[config.mk]
export PLATFORM = sky130hd
export DESIGN_NAME = prog_sequencer_flat
export DESIGN_NICKNAME = d
export VERILOG_FILES = /design/src/rtl/prog_seq_pkg.sv /design/src/rtl/prog_sequencer_if.sv /design/src/rtl/seq_loop_stack.sv /design/src/rtl/prog_sequencer.sv /design/src/flat_wrapper.sv
export SDC_FILE = /design/constraint.sdc
export NUM_CORES = 1
export LEC_CHECK = 0
export ABC_AREA = 1
export CELL_PAD_IN_SITES_DETAIL_PLACEMENT = 0
export CELL_PAD_IN_SITES_GLOBAL_PLACEMENT = 1
export CORE_UTILIZATION = 24
export CTS_BUF_LIST = sky130_fd_sc_hd__clkbuf_16
export CTS_CLUSTER_SIZE = 30
export DETAILED_ROUTE_END_ITERATION = 6
export PLACE_DENSITY_LB_ADDON = 0.3
export SLEW_MARGIN = 15
export SYNTH_ARGS = -nofsm -noshare
export SYNTH_HDL_FRONTEND = slang
export SYNTH_SLANG_ARGS = --single-unit
[constraint.sdc]
create_clock -name clk -period 2.5 [get_ports clk]
set_input_delay 0.75 -clock clk [delete_from_list [all_inputs] [get_ports clk]]
set_output_delay 0.75 -clock clk [all_outputs]
set_load 0.05 [all_outputs]
[src/rtl/prog_seq_pkg.sv]
// Shared constants and types for the microcode sequencer: opcodes, FSM state
// encoding and the datapath field layout of a command word.
package prog_seq_pkg;

  localparam int unsigned ADDR_W     = 10;
  localparam int unsigned WORD_W     = 32;
  localparam int unsigned OP_W       = 6;
  localparam int unsigned OP_LSB     = 26;
  localparam int unsigned DP_W       = 26;
  localparam int unsigned HOLD_W     = OP_W;
  localparam int unsigned PE_W       = 11;
  localparam int unsigned RAM_ADDR_W = 7;

  localparam logic [OP_W-1:0] OP_HALT      = 6'h00;
  localparam logic [OP_W-1:0] OP_ISSUE_MAX = 6'h2F;
  localparam logic [OP_W-1:0] OP_JUMP      = 6'h3C;
  localparam logic [OP_W-1:0] OP_ENDLOOP   = 6'h3D;
  localparam logic [OP_W-1:0] OP_LOOP      = 6'h3E;

  typedef enum logic [2:0] {
    ST_IDLE = 3'b001,
    ST_RUN  = 3'b010,
    ST_HOLD = 3'b100
  } state_t;

  // Datapath fields in rom_q[DP_W-1:0], MSB first
  typedef struct packed {
    logic                  ram_b_w;
    logic [RAM_ADDR_W-1:0] ram_b_addr;
    logic [RAM_ADDR_W-1:0] ram_a_addr;
    logic [PE_W-1:0]       pe_ctrl;
  } dp_fields_t;

  function automatic logic is_issue(input logic [OP_W-1:0] op);
    return (op != OP_HALT) && (op <= OP_ISSUE_MAX);
  endfunction

endpackage

[src/rtl/prog_sequencer_if.sv]
// Host control, command ROM and datapath signals of the sequencer.
// master = host/ROM side, slave = sequencer.
interface prog_sequencer_if;
  import prog_seq_pkg::*;

  logic                  start;
  logic [ADDR_W-1:0]     entry_addr;
  logic                  busy;
  logic                  done;
  logic                  err;
  logic [ADDR_W-1:0]     rom_addr;
  logic [WORD_W-1:0]     rom_q;
  logic [RAM_ADDR_W-1:0] ram_a_addr;
  logic [RAM_ADDR_W-1:0] ram_b_addr;
  logic                  ram_b_w;
  logic [PE_W-1:0]       pe_ctrl;

  modport master (
    output start, entry_addr, rom_q,
    input  busy, done, err, rom_addr, ram_a_addr, ram_b_addr, ram_b_w, pe_ctrl
  );

  modport slave (
    input  start, entry_addr, rom_q,
    output busy, done, err, rom_addr, ram_a_addr, ram_b_addr, ram_b_w, pe_ctrl
  );

endinterface

[src/rtl/seq_loop_stack.sv]
// LIFO of {loop body address, remaining iterations} for nested counted loops.
// Only one of push/pop/dec_top is expected per cycle; clear empties the stack.
module seq_loop_stack
  import prog_seq_pkg::*;
#(
  parameter int unsigned LOOP_DEPTH = 4,
  parameter int unsigned CNT_W      = 16
) (
  input  logic              clk,
  input  logic              reset,
  input  logic              clear,
  input  logic              push,
  input  logic              pop,
  input  logic              dec_top,
  input  logic [ADDR_W-1:0] push_body,
  input  logic [CNT_W-1:0]  push_rem,
  output logic [ADDR_W-1:0] top_body,
  output logic [CNT_W-1:0]  top_rem,
  output logic              full,
  output logic              empty
);

  localparam int unsigned CNT_PW = $clog2(LOOP_DEPTH + 1);
  localparam int unsigned IDX_W  = (LOOP_DEPTH > 1) ? $clog2(LOOP_DEPTH) : 1;

  logic [ADDR_W-1:0] body_q [LOOP_DEPTH];
  logic [CNT_W-1:0]  rem_q  [LOOP_DEPTH];
  logic [CNT_PW-1:0] cnt_q;
  logic [IDX_W-1:0]  top_idx;
  logic [IDX_W-1:0]  push_idx;

  assign top_idx  = IDX_W'(cnt_q - CNT_PW'(1));
  assign push_idx = IDX_W'(cnt_q);
  assign full     = (cnt_q == CNT_PW'(LOOP_DEPTH));
  assign empty    = (cnt_q == '0);
  assign top_body = body_q[top_idx];
  assign top_rem  = rem_q[top_idx];

  always_ff @(posedge clk) begin
    if (reset || clear) begin
      cnt_q <= '0;
    end else if (push && !full) begin
      cnt_q <= cnt_q + CNT_PW'(1);
    end else if (pop && !empty) begin
      cnt_q <= cnt_q - CNT_PW'(1);
    end
  end

  // Entry storage needs no reset: only slots below cnt_q are ever read.
  always_ff @(posedge clk) begin
    if (push && !full) begin
      body_q[push_idx] <= push_body;
      rem_q[push_idx]  <= push_rem;
    end else if (dec_top && !empty) begin
      rem_q[top_idx] <= rem_q[top_idx] - CNT_W'(1);
    end
  end

endmodule

[src/rtl/prog_sequencer.sv]
// Microcode sequencer: runs a command-ROM program from a host entry address.
// Define PROG_SEQ_LOOP_EN to build the LOOP/ENDLOOP instructions and loop stack.
module prog_sequencer
  import prog_seq_pkg::*;
#(
  parameter int unsigned LOOP_DEPTH = 4,
  parameter int unsigned CNT_W      = 16
) (
  input logic             clk,
  input logic             reset,
  prog_sequencer_if.slave bus
);

  if (LOOP_DEPTH < 1 || CNT_W < 1 || CNT_W > DP_W) begin : g_param_check
    $error("prog_sequencer: LOOP_DEPTH must be >= 1 and CNT_W in 1..26");
  end

  state_t            state_q;
  logic [ADDR_W-1:0] rom_addr_q;
  logic [HOLD_W-1:0] hold_q;
  logic              busy_q;
  logic              done_q;
  logic              err_q;

  logic [OP_W-1:0]   op;
  logic [ADDR_W-1:0] addr_inc;
  logic              issue_c;
  dp_fields_t        dp;

  assign op       = bus.rom_q[WORD_W-1:OP_LSB];
  assign addr_inc = rom_addr_q + ADDR_W'(1);

  // Datapath fields pass through only while an ISSUE word is executing
  assign issue_c = (state_q != ST_IDLE) && is_issue(op);
  assign dp      = issue_c ? dp_fields_t'(bus.rom_q[DP_W-1:0]) : '0;

  assign bus.pe_ctrl    = dp.pe_ctrl;
  assign bus.ram_a_addr = dp.ram_a_addr;
  assign bus.ram_b_addr = dp.ram_b_addr;
  assign bus.ram_b_w    = dp.ram_b_w;
  assign bus.rom_addr   = rom_addr_q;
  assign bus.busy       = busy_q;
  assign bus.done       = done_q;
  assign bus.err        = err_q;

`ifdef PROG_SEQ_LOOP_EN
  logic [CNT_W-1:0]  loop_n;
  logic [ADDR_W-1:0] stk_top_body;
  logic [CNT_W-1:0]  stk_top_rem;
  logic              stk_full;
  logic              stk_empty;
  logic              stk_clear;
  logic              loop_ok;
  logic              push_c;
  logic              pop_c;
  logic              dec_c;

  assign loop_n    = bus.rom_q[CNT_W-1:0];
  assign stk_clear = (state_q == ST_IDLE) && bus.start;
  assign loop_ok   = (loop_n != '0) && !stk_full;

  always_comb begin
    push_c = 1'b0;
    pop_c  = 1'b0;
    dec_c  = 1'b0;
    if (state_q == ST_RUN) begin
      if (op == OP_LOOP) begin
        push_c = loop_ok;
      end else if (op == OP_ENDLOOP && !stk_empty) begin
        pop_c = (stk_top_rem == '0);
        dec_c = (stk_top_rem != '0);
      end
    end
  end

  seq_loop_stack #(
    .LOOP_DEPTH(LOOP_DEPTH),
    .CNT_W     (CNT_W)
  ) u_loop_stack (
    .clk      (clk),
    .reset    (reset),
    .clear    (stk_clear),
    .push     (push_c),
    .pop      (pop_c),
    .dec_top  (dec_c),
    .push_body(addr_inc),
    .push_rem (loop_n - CNT_W'(1)),
    .top_body (stk_top_body),
    .top_rem  (stk_top_rem),
    .full     (stk_full),
    .empty    (stk_empty)
  );
`endif

  always_ff @(posedge clk) begin
    if (reset) begin
      state_q    <= ST_IDLE;
      rom_addr_q <= '0;
      hold_q     <= '0;
      busy_q     <= 1'b0;
      done_q     <= 1'b0;
      err_q      <= 1'b0;
    end else begin
      done_q <= 1'b0;
      unique case (state_q)
        ST_IDLE: begin
          if (bus.start) begin
            rom_addr_q <= bus.entry_addr;
            err_q      <= 1'b0;
            busy_q     <= 1'b1;
            state_q    <= ST_RUN;
          end
        end
        ST_RUN: begin
          if (op == OP_HALT) begin
            done_q  <= 1'b1;
            busy_q  <= 1'b0;
            state_q <= ST_IDLE;
          end else if (is_issue(op)) begin
            if (op == OP_W'(1)) begin
              rom_addr_q <= addr_inc;
            end else begin
              hold_q  <= op - OP_W'(1);
              state_q <= ST_HOLD;
            end
          end else if (op == OP_JUMP) begin
            rom_addr_q <= bus.rom_q[ADDR_W-1:0];
`ifdef PROG_SEQ_LOOP_EN
          end else if (op == OP_LOOP && loop_ok) begin
            rom_addr_q <= addr_inc;
          end else if (op == OP_ENDLOOP && !stk_empty) begin
            rom_addr_q <= (stk_top_rem == '0) ? addr_inc : stk_top_body;
`endif
          end else begin
            // Illegal word or loop fault: abort without a done pulse
            err_q   <= 1'b1;
            busy_q  <= 1'b0;
            state_q <= ST_IDLE;
          end
        end
        ST_HOLD: begin
          if (hold_q == HOLD_W'(1)) begin
            rom_addr_q <= addr_inc;
            state_q    <= ST_RUN;
          end else begin
            hold_q <= hold_q - HOLD_W'(1);
          end
        end
        default: state_q <= ST_IDLE;
      endcase
    end
  end

endmodule
[src/flat_wrapper.sv]
// flat-port wrapper written by rule: the top's interface ports become plain ports
module prog_sequencer_flat import prog_seq_pkg::*;
#(
  parameter int unsigned LOOP_DEPTH = 4,
  parameter int unsigned CNT_W      = 16
)
  (clk, reset, bus_start, bus_entry_addr, bus_rom_q, bus_busy, bus_done, bus_err, bus_rom_addr, bus_ram_a_addr, bus_ram_b_addr, bus_ram_b_w, bus_pe_ctrl);
  prog_sequencer_if bus_i ();
  input logic clk;
  input logic reset;
  input wire logic [$bits(bus_i.start)-1:0] bus_start;
  input wire logic [$bits(bus_i.entry_addr)-1:0] bus_entry_addr;
  input wire logic [$bits(bus_i.rom_q)-1:0] bus_rom_q;
  output wire logic [$bits(bus_i.busy)-1:0] bus_busy;
  output wire logic [$bits(bus_i.done)-1:0] bus_done;
  output wire logic [$bits(bus_i.err)-1:0] bus_err;
  output wire logic [$bits(bus_i.rom_addr)-1:0] bus_rom_addr;
  output wire logic [$bits(bus_i.ram_a_addr)-1:0] bus_ram_a_addr;
  output wire logic [$bits(bus_i.ram_b_addr)-1:0] bus_ram_b_addr;
  output wire logic [$bits(bus_i.ram_b_w)-1:0] bus_ram_b_w;
  output wire logic [$bits(bus_i.pe_ctrl)-1:0] bus_pe_ctrl;
  assign bus_i.start = bus_start;
  assign bus_i.entry_addr = bus_entry_addr;
  assign bus_i.rom_q = bus_rom_q;
  assign bus_busy = bus_i.busy;
  assign bus_done = bus_i.done;
  assign bus_err = bus_i.err;
  assign bus_rom_addr = bus_i.rom_addr;
  assign bus_ram_a_addr = bus_i.ram_a_addr;
  assign bus_ram_b_addr = bus_i.ram_b_addr;
  assign bus_ram_b_w = bus_i.ram_b_w;
  assign bus_pe_ctrl = bus_i.pe_ctrl;
  prog_sequencer #(.LOOP_DEPTH(LOOP_DEPTH), .CNT_W(CNT_W)) u_core (.clk(clk), .reset(reset), .bus(bus_i));
endmodule
==> reports/metrics.yaml, run 1 <==
rsz0062_at_grt: "true"
insertion_delay_ns: 0.26
numCtsBuffers: 3
gr-usage-all-layers_pct: 15.80
synth_cells: 306
whs_ns: 0.4635
grt_antenna_before_repair: 0
crit_fanout: 5
wirelength_um: 6164
seqCellArea_um2: 440.4
drt_iter0_drc: 76
ys_top_cells_by_area: "dfxtp_1 24%, nand2_1 14%, inv_1 11%, nor2_1 9.7%, nand3_1 8.5%"
total_power_mw: 3.173
port_buffers: 83
synth.largest_area_cell: "dfxtp_1"
fmax_mhz: 399.7
synthFlopType: "dfxtp_1"
cp_data_required_time_ns: 1.75
core-area_mm2: 0.007292
cts_tree: "yes"
dp.cells: 510
final-hold-violation-count: 0
cts_buffer_depth: 2
cts.reportedPaths.clkPinSlew_ns: 0.06
finalSetupTns_ns: -0.001862
critical_path.startpoint: "bus_rom_q[27]"
place_congestion: 0.8443
ys_seq_area_share_pct: 24.16
cp.arrival_ns: 1.75
synth_area_per_cell_um2: 5.958
grt_first_pass_wirelength_um: 9832
ant_nets: 0
fill_cells: 741
critical_path_class: "input port to output port"
post-place-ws_ns: -0.4641
rows: 31
r2r-end: "u_core.hold_q[0]"
setup.worst_path.end_class: "output port"
p_leak_nw: 1.614
clock_sinks: 22
p_per_area_mw_per_mm2: 864.1
timing.rr.start: "u_core.state_q[2]"
worstMarginPinSlew_ns: 0.5176
antennaDiodeCount: 0
synth_edf_count: 0
hold_class: "flop to flop"
routedWlPerCell_um: 11.81
syn_area_mm2: 0.001823
ys_ff_latch: 22
start_kind: "input port"
grt-ovfl-total: 0
grt_pass1_vias: 2067
multi_input_area_mm2: 0.001375
syn_to_final_growth_pct: 101.4
dieArea_mm2: 0.007949
place_hpwl_um: 4923
remaining_drc_errors: 0
synth_nets: 357
vias: 2263
cts_root_buffer: "clkbuf_16"
cap_viol_max_count: 0
layout_min_cycle_time_ns: 2.502
synth_top_area_share_pct: 24.16
synthDistinctLibCells: 32
r2r_cells: 10
finalNonFillerCells: 522
vdd_drop_max_v: 0.0003064
skew_ns: 0.004658
setup_violations: 1
grt_max_degree: 13
ys.warnings.count: 0
die_x_um: 89.16
num_io_pins: 84
failed_checks: "setup timing"
min-delay-start: "u_core.hold_q[1]"
nNetsFinal: 475
dr.pass1.iters: 4
relSlewSlack_pct: 65.39
status: "finished, violations left"
htree_num_levels: 1
min_to: "u_core.hold_q[1]"
fin_ws_ns: -0.001862
finalCritPeriodShare_pct: 100.1
ff2ff_setup_slack_ns: 0.84
drive_above_1_share_pct: 31.21
die_y_um: 89.16
async_flop_share_pct: 0
whs_path_depth: 2
drv_slew: 0
vias_per_cell: 4.335
start_util_pct: 25.00
-- cell type report --
cell class | count | share of cell area (%)
sequential | 22 | 11.99
tap | 99 | 3.373
timing repair buffer | 119 | 38.77
clock buffer | 3 | 2.044
inverter | 58 | 6.269
multi-input combinational | 220 | 37.44
clock inverter | 1 | 0.1022
-- synthesized netlist by cell type (all sizes together) (2+ instances only) --
cell    n
or2     4
a21oi  17
o21ai  13
nor2   53
xor2    3
buf     5
inv    58
nand4   5
dfxtp  22
nor3    2
ha      6
nand2  73
nand3  36
-- metrics by stage --
stage	util (%)	cell area, um2
2_1_floorplan	-	2064
3_3_place_gp	47.32	3451
3_5_place_dp	47.32	3451
4_1_cts	50.02	3647
5_1_grt	50.36	3672
6_report	50.36	3672
-- flip-flops by register name, summed over array words and instances, names as in the netlist --
register             flops
u_core.bus.busy          1
u_core.bus.err           1
u_core.bus.done          1
u_core.state_q           3
u_core.hold_q            6
u_core.bus.rom_addr     10
-- cell usage in the layout (no fill, tap or decap), drive strengths merged, types with 2 or more instances in the layout --
cell	instances
a21oi	17
buf	68
clkbuf	3
clkdlybuf4s50	51
dfxtp	22
ha	6
inv	58
nand2	73
nand3	36
nand4	5
nor2	53
nor3	2
o21ai	13
or2	4
xor2	3
-- worst max-delay path, stage by stage --
cell	delay (ns)
buf_8	0.08
inv_6	0.03
ha_4	0.16
nand3_4	0.08
nand2_4	0.07
inv_6	0.07
nand2_8	0.09
buf_8	0.17
nor2_4	0.11
buf_12	0.14
-- where the power goes --
| part | internal (mW) | switching, mW | leakage, nW | total, mW |
|---|---|---|---|---|
| registers | 0.436 | 0.0958 | 0.180 | 0.531 |
| logic | 0.996 | 1.30 | 1.39 | 2.29 |
| clock network | 0.214 | 0.134 | 0.0385 | 0.348 |
-- repair_timing --
action / 4_1_cts / 5_1_grt
endpoints found under the setup margin: 26 / 26
cloned: 2 / 0
setup buffers: 3 / 3
hold buffers: 0 / 0
resized for setup: 42 / 1
pin swaps: 9 / 4
-- kinds of logic after synthesis --
| kind of cell | Yosys count | share of synthesized area (%) |
|---|---|---|
| flip-flops | 22 | 24.16 |
| AND/OR/NAND/NOR | 174 | 44.06 |
| XOR/XNOR | 4 | 1.922 |
| adder cells (fa/ha/maj) | 6 | 4.118 |
| AO/OA/AOI/OAI | 36 | 11.94 |
| buffers and inverters | 64 | 13.79 |
-- worst max-delay path by stage --
| stage | to | slack [ns] | cells after the start |
|---|---|---|---|
| detailed placement | bus_ram_b_w | -0.46 | 10 |
| CTS | bus_pe_ctrl[8] | -0.03 | 10 |
| global placement | bus_ram_b_w | -0.44 | 10 |
| finish | bus_pe_ctrl[5] | -0.002 | 10 |
| floorplan | bus_pe_ctrl[10] | 0.03 | 8 |
| global route | bus_pe_ctrl[5] | -0.05 | 10 |
-- metal layers --
layer  track usage, %  share of wire (%)
met2            27.76                 48
met3            2.493                7.4
met4            3.030               0.57
met5                0                  0
met1            20.50                 43
No activity file was read; power rests on OpenSTA's default activity.
==> run 2: changes to the inputs <==
==> constraint.sdc (replaced) <==
create_clock -name clk -period 2.2 [get_ports clk]
set_input_delay 0.66 -clock clk [delete_from_list [all_inputs] [get_ports clk]]
set_output_delay 0.66 -clock clk [all_outputs]
set_load 0.05 [all_outputs]
==> run 2 against run 1 <==
  * The flow still finishes with violations (setup timing)
  * Register-to-register slack worse by 0.30 ns
  * Hold slack better by 0.0095 ns
  * Flip-flop and latch count unchanged
  * Worst setup slack got worse by 0.19 ns
  * Clock skew is essentially flat
  * Sequential power up 14%
  * Global-route usage increased by 0.80 points
  * Largest cell class unchanged
  * Largest power group unchanged
==> reports/metrics.yaml, run 2 (synthesis results as in run 1) <==
status: "finished, violations left"
failed_checks: "setup timing"
cts_buffer_depth: 2
rsz0062_at_grt: "true"
cp_slowest_cell: "ha_4"
place_hpwl_um: 4974
vias_per_cell: 4.400
cp.depth: 11
fin_ws_ns: -0.1938
num_io_pins: 84
drv_slew: 0
finalNonFillerCells: 527
crit_end: "bus_ram_b_addr[4]"
crit_fanout: 5
setup.worst_path.end_class: "output port"
core-area_mm2: 0.007292
grt_max_degree: 14
routedWlPerCell_um: 12.32
design_area_mm2: 0.003741
wirelength_um: 6491
timing.rr.start: "u_core.state_q[0]"
cap_viol_max_count: 0
slowest_delay_ns: 0.16
rows: 31
insertion_delay_ns: 0.25
sequentialPowerShare_pct: 16.2
start_kind: "input port"
p_sw_mw: 1.779
cts_tree: "yes"
layout_min_cycle_time_ns: 2.394
switching_share_pct: 47.66
fmax_mhz: 417.7
nNetsFinal: 480
remaining_drc_errors: 0
vias: 2319
antennaDiodeCount: 0
grt_antenna_before_repair: 0
grt_pass1_vias: 2211
p_per_area_mw_per_mm2: 998.0
p_leak_nw: 1.686
cts.reportedPaths.clkPinSlew_ns: 0.06
place_area_mm2: 0.003458
post-place-ws_ns: -0.6682
vdd_drop_max_v: 0.0003078
whs_ns: 0.4731
clock_sinks: 22
cpMostUsedCell: "buf_12"
cts_root_buffer: "clkbuf_16"
syn_to_final_growth_pct: 105.2
die_x_um: 89.16
crit_family: "buffers and inverters"
r2r-end: "u_core.bus.rom_addr[5]"
ant_nets: 0
clock_power_share_pct: 10.5
relSlewSlack_pct: 74.96
grt_first_pass_wirelength_um: 10260
port_buffers: 83
cp_data_required_time_ns: 1.54
layout_common_cells: "68 x nand2_1, 51 x inv_1, 42 x buf_4, 38 x clkdlybuf4s50_1, 33 x buf_12"
numCtsBuffers: 3
grt-ovfl-total: 0
start_util_pct: 25.00
place_congestion: 0.8254
dp.cells: 512
total_power_mw: 3.734
path_cells: "buf_12, inv_12, ha_4, nand3_4, nand2_4, inv_6, nand2_8, buf_8, buf_12, nor2_4, buf_12"
skew_ns: 0.004411
drive_above_1_share_pct: 35.05
final_common_cell: "nand2_1"
drt_iter0_drc: 95
final-hold-violation-count: 0
finalCritPeriodShare_pct: 108.8
worstMarginPinSlew_ns: 0.3742
combPwrFrac_pct: 73.3
ff2ff_setup_slack_ns: 0.54
critical_path.startpoint: "bus_rom_q[27]"
gr-usage-all-layers_pct: 16.60
htree_num_levels: 1
setup_violations: 26
r2r_cells: 9
die_y_um: 89.16
dr.pass1.iters: 4
dieArea_mm2: 0.007949
internal-power_mw: 1.954
cp_num_buf_inv: 6
largest_reg_flops: 10
hold_class: "flop to flop"
critical_path_class: "input port to output port"
cp.arrival_ns: 1.73
whs_path_depth: 1
-- run 2: cell type report --
class                   count  area [um2]
fillers                   725        3551
repair buffers            124        1475
multi-input cells         220        1375
flip-flops and latches     22       440.4
inverters                  58       247.7
well taps                  99       123.9
clock buffers               3       75.07
clock inverters             1       3.754
-- run 2: layer usage --
metal  vias up  GRT usage (%)  part of all wire, %
li1       1196              -                    -
met1      1060          20.26                   42
met2        61          30.74                   51
met3         2          2.770                  6.5
met4         0          3.030                 0.40
met5         -              0                    0
-- run 2: metrics by stage --
step	util (%)	TNS, ns
CTS	51.75	-6.960
finish	51.30	-4.118
detailed placement	47.43	-20.91
global route	51.30	-5.135
floorplan	-	-1.215
global placement	47.43	-20.19
-- run 2: worst register-to-register path: stages, from the launching register on --
cell	delay, ns
dfxtp_1	0.36
nor3_4	0.21
buf_4	0.22
nor2_1	0.08
nor2_2	0.09
nand2_1	0.09
nor2_4	0.14
buf_4	0.20
nand2_1	0.09
a21oi_2	0.12
-- run 2: worst min-delay path by stage --
stage	start	endpoint
floorplan	u_core.hold_q[1]	u_core.hold_q[1]
global placement	u_core.bus.busy	u_core.bus.busy
detailed placement	u_core.bus.busy	u_core.bus.busy
CTS	u_core.bus.busy	u_core.bus.busy
global route	u_core.bus.busy	u_core.bus.busy
finish	u_core.bus.err	u_core.bus.err
-- run 2: repair_timing --
action                     CTS  global route
hold buffers                 0             0
setup endpoints to repair   35            26
pin swaps                   11            11
setup buffers               11             2
gates cloned                 2             0
gates resized for setup     34            10
-- run 2: power groups by stage --
stage	combinational, mW	sequential (mW)	clock (mW)
floorplan	1.27	0.837	0
global placement	2.40	0.610	0
detailed placement	2.43	0.611	0
CTS	2.80	0.603	0.400
global route	2.90	0.616	0.426
finish	2.74	0.604	0.393
==> run 3: changes to the inputs <==
--- a/config.mk
+++ b/config.mk
@@ -5,14 +5,15 @@
 export SDC_FILE = /design/constraint.sdc
 export NUM_CORES = 1
 export LEC_CHECK = 0
-export ABC_AREA = 1
+export CAP_MARGIN = 5
 export CELL_PAD_IN_SITES_DETAIL_PLACEMENT = 0
 export CELL_PAD_IN_SITES_GLOBAL_PLACEMENT = 1
-export CORE_UTILIZATION = 24
+export CORE_UTILIZATION = 26
 export CTS_BUF_LIST = sky130_fd_sc_hd__clkbuf_16
 export CTS_CLUSTER_SIZE = 30
 export DETAILED_ROUTE_END_ITERATION = 6
 export PLACE_DENSITY_LB_ADDON = 0.3
+export SKIP_CTS_REPAIR_TIMING = 1
 export SLEW_MARGIN = 15
 export SYNTH_ARGS = -nofsm -noshare
 export SYNTH_HDL_FRONTEND = slang
==> run 3 against run 2 <==
  * The flow still finishes with violations (setup timing)
  * Register-to-register slack got worse by 0.31 ns
  * Global-route usage increased by 0.41 points
  * Worst setup slack lost 0.31 ns
  * Fmax shrank 12%
  * First-iteration DRC count grew 55%
  * Die area fell by 8.3%
  * Largest cell class unchanged
  * Highest routed layer unchanged
==> reports/metrics.yaml, run 3 <==
grt-ovfl-total: 0
num_io_pins: 84
path_cells: "buf_6, or4_4, o21ai_4, a21oi_4, buf_12, and2_4, buf_12"
layout_min_cycle_time_ns: 2.706
netlist_top_cells_count: "28 x and2_1, 22 x dfxtp_1, 19 x a21oi_1, 19 x nand2_1, 18 x o21ai_0"
start_kind: "input port"
place_hpwl_um: 4985
skew_ns: 0.003058
antennaDiodeCount: 0
cts_buffer_depth: 2
synth_compound_area_share_pct: 29.92
syn_to_final_growth_pct: 91.20
routedWlPerCell_um: 15.20
drt_iter0_drc: 147
synth_area_per_cell_um2: 7.754
final_common_cell: "buf_4"
synth-simple-area-share_pct: 31.02
grt_antenna_before_repair: 0
fmax_mhz: 369.6
gr-usage-all-layers_pct: 17.00
ys.warnings.count: 0
ant_nets: 0
cpMostUsedCell: "buf_12"
p_per_area_mw_per_mm2: 466.8
design_area_mm2: 0.003455
start_util_pct: 26.74
dieArea_mm2: 0.007286
synthDistinctLibCells: 55
hold_class: "flop to flop"
p_leak_nw: 1.405
met1_usage_pct: 21.85
largest_reg_flops: 10
worstMarginPinSlew_ns: 0.5508
final-hold-violation-count: 0
grt_max_degree: 27
place_area_mm2: 0.003252
grt_first_pass_wirelength_um: 10030
ys_ff_latch: 22
cp_data_required_time_ns: 1.54
synthFlopType: "dfxtp_1"
use_met2_pct: 29.91
cp_slowest_cell: "or4_4"
dr.pass1.iters: 4
htree_num_levels: 1
synth.most_common_cell: "and2_1"
status: "finished, violations left"
vias_per_cell: 5.124
ys_top_cells_by_area: "dfxtp_1 24%, and2_1 9.7%, a21oi_1 5.3%, o21ai_0 5.0%, ha_1 4.2%"
post-place-ws_ns: -0.9005
failed_checks: "setup timing"
relSlewSlack_pct: 62.94
synth_top_family_by_area: "simple AND/OR/NAND/NOR gates"
cp.arrival_ns: 2.05
drv_slew: 0
rows: 30
finalCritPeriodShare_pct: 123.0
async_flop_share_pct: 0
ys_seq_area_share_pct: 24.38
slowest_delay_ns: 0.54
synth.largest_area_cell: "dfxtp_1"
synth_edf_count: 0
numCtsBuffers: 3
setup_violations: 26
cap_viol_max_count: 0
grt_pass1_vias: 2050
rsz0062_at_grt: "true"
finalSetupTns_ns: -12.97
remaining_drc_errors: 0
port_buffers: 83
clock_sinks: 22
synth_xor_area_share_pct: 4.363
die_y_um: 85.36
syn_area_mm2: 0.001807
fin_ws_ns: -0.5059
synth_top_area_share_pct: 24.38
seqCellArea_um2: 440.4
nNetsFinal: 399
vias: 2183
cts_root_buffer: "clkbuf_16"
top_usage_layer: "met2"
synthMuxAreaShare_pct: 0
layout_common_cells: "46 x buf_4, 40 x clkdlybuf4s50_1, 27 x buf_12, 26 x and2_4, 22 x dfxtp_1"
fill_cells: 636
critical_path_class: "input port to output port"
crit_fanout: 7
cts.reportedPaths.clkPinSlew_ns: 0.06
final_core_utilization_pct: 51.13
setup.worst_path.end_class: "output port"
insertion_delay_ns: 0.25
drive_above_1_share_pct: 37.57
vdd_drop_max_v: 0.0002481
met3_usage_pct: 3.891
multi_input_area_mm2: 0.001384
synth_cells: 233
place_congestion: 0.8174
cts_tree: "yes"
core-area_mm2: 0.006756
synthAdderAreaFrac_pct: 4.155
wirelength_um: 6474
die_x_um: 85.36
synth_nets: 284
[run 3: cell types whose count changed after synthesis, moves of 6 or more]
| cell | previous run | this run |
|---|---|---|
| and2_1 | 0 | 28 |
| nand3_1 | 31 | 8 |
| nand2_1 | 70 | 19 |
| nor2_1 | 47 | 13 |
| inv_1 | 53 | 13 |
| clkbuf_1 | 1 | 7 |
| a21oi_1 | 11 | 19 |
[run 3: report_power, final]
| group | switching (mW) | total (mW) | internal (mW) |
|---|---|---|---|
| clock | 0.149 | 0.389 | 0.240 |
| sequential | 0.0334 | 0.457 | 0.423 |
| combinational | 0.386 | 0.767 | 0.381 |
| total | 0.568 | 1.61 | 1.05 |
[run 3: worst paths after layout]
kind | startpoint | end | slack, ns | cells after the start
min | u_core.hold_q[1] | u_core.hold_q[1] | 0.47 | 2
max reg2reg | u_core.state_q[1] | u_core.bus.rom_addr[8] | 0.23 | 7
min reg2reg | u_core.hold_q[1] | u_core.hold_q[1] | 0.47 | 2
max | bus_rom_q[30] | bus_pe_ctrl[3] | -0.51 | 7
[run 3: final cells by class]
cell class / count / share of cell area (%)
repair buffers: 122 / 40.71
flip-flops and latches: 22 / 12.75
inverters: 13 / 1.413
clock buffers: 3 / 2.173
multi-input cells: 186 / 40.06
well taps: 80 / 2.898
[run 3: layer usage]
metal / routed length [um] / up-vias
li1: - / 1089
met1: 2838 / 1021
met2: 3218 / 70
met3: 376 / 3
met4: 40 / 0
met5: 0 / -
[run 3: worst max-delay path, delay by kind of cell]
kind / cells / cell delay [ns]
simple gates: 2 / 0.70
compound gates: 2 / 0.27
buf+inv: 3 / 0.41
[run 3: logic make-up (layout without fill, tap and decap cells)]
kind of cell,Yosys count,in the layout
AOI/OAI and AO/OA,77,77
buffers and inverters,25,138
xor gates and xnor gates,9,9
DFF,22,22
and+or+nand+nor,94,94
adders and majority gates,6,6
[run 3: through the flow]
stage | std cells | hold slack [ns] | power [mW]
final | 426 | 0.4702 | 1.613
after global routing | 426 | 0.5043 | 1.676
after CTS | 422 | 0.4781 | 1.578
after detailed placement | 419 | 0.4704 | 1.190
after global placement | 419 | 0.4637 | 1.182
after floorplan | 233 | 0.4450 | 0.8358
